**config.mk**
```make
export PLATFORM = sky130hd
export DESIGN_NAME = pixel_frame_loader
export DESIGN_NICKNAME = d
export VERILOG_FILES = /design/src/rtl/pixel_frame_loader.sv
export SDC_FILE = /design/constraint.sdc
export NUM_CORES = 2
export LEC_CHECK = 0
export CAP_MARGIN = 40
export CORE_AREA = 2 2 692 694
export DETAILED_ROUTE_END_ITERATION = 7
export DIE_AREA = 0 0 694 696
export GPL_ROUTABILITY_DRIVEN = 0
export GPL_TIMING_DRIVEN = 0
export PLACE_DENSITY = 0.47
export SYNTH_ARGS = -nofsm -noshare
export SYNTH_HDL_FRONTEND = slang
export SYNTH_SLANG_ARGS = --single-unit
export TNS_END_PERCENT = 30
```
**constraint.sdc**
```tcl
create_clock -name clk -period 4.6 [get_ports clk]
set_clock_uncertainty 0.2 [all_clocks]
set_input_delay 0.92 -clock clk [delete_from_list [all_inputs] [get_ports clk]]
set_output_delay 0.92 -clock clk [all_outputs]
set_load 0.005 [all_outputs]
```
**src/rtl/pixel_frame_loader.sv**
```systemverilog
// Ping-pong frame buffer between the pixel stream and the hazard-detector NN.
// One bank fills from the stream while the other is held stable for the NN.
module pixel_frame_loader #(
  parameter int NUM_PIXELS = 208,
  parameter int PIX_W      = 8,
  parameter int ERR_W      = 8
) (
  input  logic                        clk,
  input  logic                        rst,
  input  logic [PIX_W-1:0]            pix_data,
  input  logic                        pix_valid,
  input  logic                        pix_sof,
  output logic                        pix_ready,
  output logic                        nn_start,
  input  logic                        nn_done,
  output logic [NUM_PIXELS*PIX_W-1:0] frame_pixels,
  output logic                        busy,
  output logic                        sync_err,
  output logic [ERR_W-1:0]            err_count
);

  localparam int IDX_W = $clog2(NUM_PIXELS);
  localparam logic [IDX_W-1:0] LAST = IDX_W'(NUM_PIXELS - 1);

  typedef enum logic [1:0] {
    L_IDLE,
    L_RUN,
    L_DRAIN
  } l_state_t;

  l_state_t         state, state_nxt;
  logic [1:0]       bank_full, full_nxt;
  logic             wr_bank, rd_bank;
  logic [IDX_W-1:0] wr_idx, wr_addr;
  logic             xfer, we, fill, err, rel;

  logic [PIX_W-1:0] mem [2][NUM_PIXELS];

  assign pix_ready = rst & ~bank_full[wr_bank];
  assign xfer      = pix_valid & pix_ready;
  assign err       = xfer & (pix_sof ? (wr_idx != '0) : (wr_idx == '0));
  assign we        = xfer & (pix_sof | (wr_idx != '0));
  assign wr_addr   = pix_sof ? '0 : wr_idx;
  assign fill      = xfer & ~pix_sof & (wr_idx == LAST);

  assign nn_start  = (state == L_RUN);
  assign busy      = (state != L_IDLE);

  always_comb begin
    state_nxt = state;
    rel       = 1'b0;
    unique case (state)
      L_IDLE:
        if (bank_full[rd_bank] && !nn_done)
          state_nxt = L_RUN;
      L_RUN:
        if (nn_done)
          state_nxt = L_DRAIN;
      L_DRAIN:
        if (!nn_done) begin
          state_nxt = L_IDLE;
          rel       = 1'b1;
        end
      default:
        state_nxt = L_IDLE;
    endcase
  end

  // A write never targets a full bank, so release and fill hit different banks
  always_comb begin
    full_nxt = bank_full;
    if (rel)
      full_nxt[rd_bank] = 1'b0;
    if (fill)
      full_nxt[wr_bank] = 1'b1;
  end

  always_ff @(posedge clk) begin
    if (!rst) begin
      state     <= L_IDLE;
      rd_bank   <= 1'b0;
      bank_full <= '0;
    end else begin
      state     <= state_nxt;
      bank_full <= full_nxt;
      if (rel)
        rd_bank <= ~rd_bank;
    end
  end

  always_ff @(posedge clk) begin
    if (!rst) begin
      wr_bank   <= 1'b0;
      wr_idx    <= '0;
      sync_err  <= 1'b0;
      err_count <= '0;
    end else begin
      sync_err <= err;
      if (err && (err_count != '1))
        err_count <= err_count + 1'b1;
      if (xfer) begin
        if (pix_sof)
          wr_idx <= IDX_W'(1);
        else if (fill) begin
          wr_idx  <= '0;
          wr_bank <= ~wr_bank;
        end else if (wr_idx != '0)
          wr_idx <= wr_idx + 1'b1;
      end
    end
  end

  // Pixel storage is deliberately not reset
  always_ff @(posedge clk) begin
    if (we)
      mem[wr_bank][wr_addr] <= pix_data;
  end

  for (genvar g = 0; g < NUM_PIXELS; g++) begin : g_out
    assign frame_pixels[g*PIX_W +: PIX_W] = mem[rd_bank][g];
  end

endmodule

```
==> qor_table.md <==
| Quantity | Value |
| --- | --- |
| Result of the run | finished, final reports clean |
| Switching power as a share of total power | 20.9% |
| Part of the Yosys area used for sequential elements | 81.6% |
| Final critical-path required period | 4470 ps |
| Total standard cell area after synthesis | 0.123 mm2 |
| Share of power burned in the clock network | 45.3% |
| Post-CTS setup buffer count | 0 |
| Count of different cell masters after synthesis | 56 |
| Critical path startpoint category | input port |
| Maximum fanout along the worst path | 8 |
| Tot GR Track Use | 19.3% |
| Power Internal | 49800 uW |
| Total overflow reported by the global router | 0 |
| IO Port Bufs | 1687 |
| Sort of element at the end of the critical path | output port |
| Net count after synthesis | 5903 |
| Worst setup path class | in2out |
| Synth Flop Type | sky130_fd_sc_hd__edfxtp_1 |
| Ratio of routed vias to standard cells | 4.44 |
| Clock tree from TritonCTS | built |
| Via count of the first global-routing pass | 66600 |
| Layout fillers | 44900 |
| RSZ-0062 raised after global routing | yes |
| Number of antenna violations at the first check in global routing | 64 |
| Number of enable flip-flop cells after synthesis | 3328 |
| Area growth syn-to-layout | 32.5% |
| Count of placed standard cells including taps | 14000 |
| Die ar. | 0.483 mm2 |
| Detail-routed net length per standard cell | 33.0 um |
| Total iterations of the first detailed-routing run | 5 |
| Count of cells along the worst register-to-register path | 12 |
| Initial standard-cell utilization of the core | 25.8% |
| Clock latency reported for the late side of the worst-skew pair | 960 ps |
| Count of non-filler cells in the finished layout | 14700 |
| Finish-stage setup viols | 0 |
| Overall power | 63000 uW |
| Mean Syn Cell Area | 20.9 um2 |
| Number of synthesized register bits | 3352 |
| Max Cap Viol | 0 |
| Highest Clock Rate | 0.224 GHz |
| Fraction of final layout cells sized beyond drive strength 1 | 31.5% |
| First-pass GRT wire length | 625 mm |
| Proportion of netlist area held by the largest area contributor | 81.2% |
| Commonest cells after routing, fill and taps aside | 3328 x sky130_fd_sc_hd__edfxtp_1, 1663 x sky130_fd_sc_hd__mux2_2, 1642 x sky130_fd_sc_hd__clkdlybuf4s50_1 |
| Final number of max-transition violations | 0 |
| Leading cell type in the layout, fill and taps excluded | sky130_fd_sc_hd__edfxtp_1 |
| Final hold violation count | 0 |
| Number of top-level pins | 1689 |
| Pin count of the biggest net entering global routing | 116 |
| TritonCTS Buffers | 374 |
| Remaining routing DRC violations | 0 |
| Power density over the cells | 386 mW/mm2 |
| Site Rows | 254 |
| Required time of the critical path | 3480 ps |
| Remaining number of nets flagged by the antenna check after routing | 0 |
| Area of the core region | 0.476 mm2 |
| Combinational cell fraction of total power | 1.4% |
| Final #Nets | 8146 |
| Via Count | 65300 |
| Hold Crit Depth | 1 |
| Data arrival time at the worst-slack endpoint | 3350 ps |
| Combined flip-flop and latch cell area | 0.100 mm2 |
| Sinks on Clock Net | 3352 |
| Clock-pin slew on the worst setup and hold paths | 60 ps |
| Total detailed-routing wirelength | 486 mm |
| DIE HEIGHT | 696 um |
| Leakage power total | 0.0516 uW |
| Area used by multi-input combinational logic | 0.0217 mm2 |
| Placed Instance Area | 0.151 mm2 |
| Share of the clock period used by the worst path after layout | 97.1% |
| Initial drt markers | 5417 |
| H-tree depth | 5 |
| Post-route cell area | 0.163 mm2 |
| Post-synthesis async set-or-reset flop share | 0% |
| Flop pwr share | 53.3% |
| Number of instances in the synthesized netlist | 5886 |
| Kind of path behind the tightest hold check | in2reg |
| Detailed Place HPWL | 351 mm |
| Number of buffers on the longest clock path | 4 |
| Yosys Warn Count | 0 |
| Worst relative slew slack | 36.7% |
| Leading area contributor after synthesis | sky130_fd_sc_hd__edfxtp_1 |
| Horizontal extent of the die | 694 um |
| Largest cells by area after synthesis | sky130_fd_sc_hd__edfxtp_1 81%, sky130_fd_sc_hd__mux2_2 15%, sky130_fd_sc_hd__nor2_1 1.3% |
| Switching pwr | 13200 uW |
| Tightest Pin Transition | 949 ps |
| Peak supply drop | 0.000449 V |
| Library cell used as clock root buffer | sky130_fd_sc_hd__clkbuf_16 |
-- per-stage QoR --
stage                     hold slack, ps  setup TNS [ps]  utilization [%]  setup slack, ps
final                                124               0             34.2              134
after global routing                45.5           -2780             34.2            -88.2
after CTS                           17.8           -59.5             34.2            -15.2
after detailed placement             319         -405200             31.7             -715
after global placement               315               -             31.0           -15260
after floorplan                      257               0                -             1450
-- power groups by stage --
stage	logic [uW]	clock network (uW)	registers, uW
global placement	755	0	35100
detailed placement	891	0	34200
CTS	893	29300	33600
global route	906	30400	33600
floorplan	44.5	0	34200
finish	852	28600	33600
-- final cells by class --
| cell class | count | share of cell area, % |
|---|---|---|
| multi-input combinational | 2265 | 13.3 |
| sequential | 3352 | 61.6 |
| clock inverter | 216 | 1.10 |
| timing repair buffer | 1867 | 12.2 |
| clock buffer | 463 | 6.02 |
| tap | 6272 | 4.81 |
| buffer | 262 | 0.958 |
| inverter | 7 | 0.0169 |
| antenna | 12 | 0.0184 |
-- per-layer routing --
layer | GRT usage, % | wire length, um | part of all wire, %
met2 | 33.5 | 241000 | 50
met4 | 6.29 | 18600 | 3.8
met1 | 23.0 | 188000 | 39
met3 | 5.61 | 39100 | 8.0
met5 | 0 | 38 | 0.0078
-- cell usage after synthesis, types with 3 or more instances --
cell type	instances
sky130_fd_sc_hd__or3_1	4
sky130_fd_sc_hd__nor3_1	4
sky130_fd_sc_hd__nor2b_1	6
sky130_fd_sc_hd__nor4_1	3
sky130_fd_sc_hd__a21oi_1	10
sky130_fd_sc_hd__buf_2	131
sky130_fd_sc_hd__nand2_1	31
sky130_fd_sc_hd__ha_1	4
sky130_fd_sc_hd__nand2_2	4
sky130_fd_sc_hd__nand2b_1	3
sky130_fd_sc_hd__inv_1	5
sky130_fd_sc_hd__nor2_1	430
sky130_fd_sc_hd__mux2i_1	3
sky130_fd_sc_hd__nand3_2	4
sky130_fd_sc_hd__o21ai_0	5
sky130_fd_sc_hd__edfxtp_1	3328
sky130_fd_sc_hd__nand3b_1	3
sky130_fd_sc_hd__and3_1	10
sky130_fd_sc_hd__dfxtp_1	24
sky130_fd_sc_hd__a31oi_1	5
sky130_fd_sc_hd__nand3_1	22
sky130_fd_sc_hd__and4_1	3
sky130_fd_sc_hd__clkbuf_1	129
sky130_fd_sc_hd__mux2_2	1664
sky130_fd_sc_hd__a211oi_1	3
sky130_fd_sc_hd__nand4_1	7
-- cells by family (layout without fill, tap and decap cells) --
kind of cell	count (synthesis)	after routing	synth area share, %
simple gates	554	554	1.95
other cells	0	12	0
compound gates	37	37	0.193
xor+xnor	2	2	0.0142
buf+inv	269	2815	0.966
fa+ha+maj	4	4	0.0407
mux	1668	1668	15.3
flops	3352	3352	81.6
-- critical path: stages --
cell                              delay [ps]
sky130_fd_sc_hd__clkdlybuf4s50_1         620
sky130_fd_sc_hd__clkbuf_2                280
sky130_fd_sc_hd__buf_6                   190
sky130_fd_sc_hd__clkinv_2                260
sky130_fd_sc_hd__clkbuf_1                270
sky130_fd_sc_hd__buf_8                   190
sky130_fd_sc_hd__nor2_1                  120
sky130_fd_sc_hd__dlygate4sd2_1           460
-- registers in the layout, indices dropped and copies added, names as in the netlist, named ones only --
signal,cells
bank_full,2
err_count,8
mem,3328
rd_bank,1
state,2
sync_err,1
wr_bank,1
wr_idx,8
-- timing repair --
| item | 4_1_cts | 5_1_grt |
|---|---|---|
| gates cloned | 0 | 0 |
| setup endpoints to repair | 1829 | 431 |
| hold buffers | 3 | 0 |
| endpoints found under the hold margin | 32 | 0 |
| resized for setup | 192 | 58 |
-- worst paths after layout --
kind | startpoint | end | slack, ps
worst max-delay path | rst | pix_ready | 130
worst min-delay path | pix_data[5] | mem[1][141] | 120
worst max register to register | wr_idx[0] | mem[0][1395] | 140
worst min register to register | bank_full[1] | bank_full[1] | 330
No activity file was read; power rests on OpenSTA's default activity.
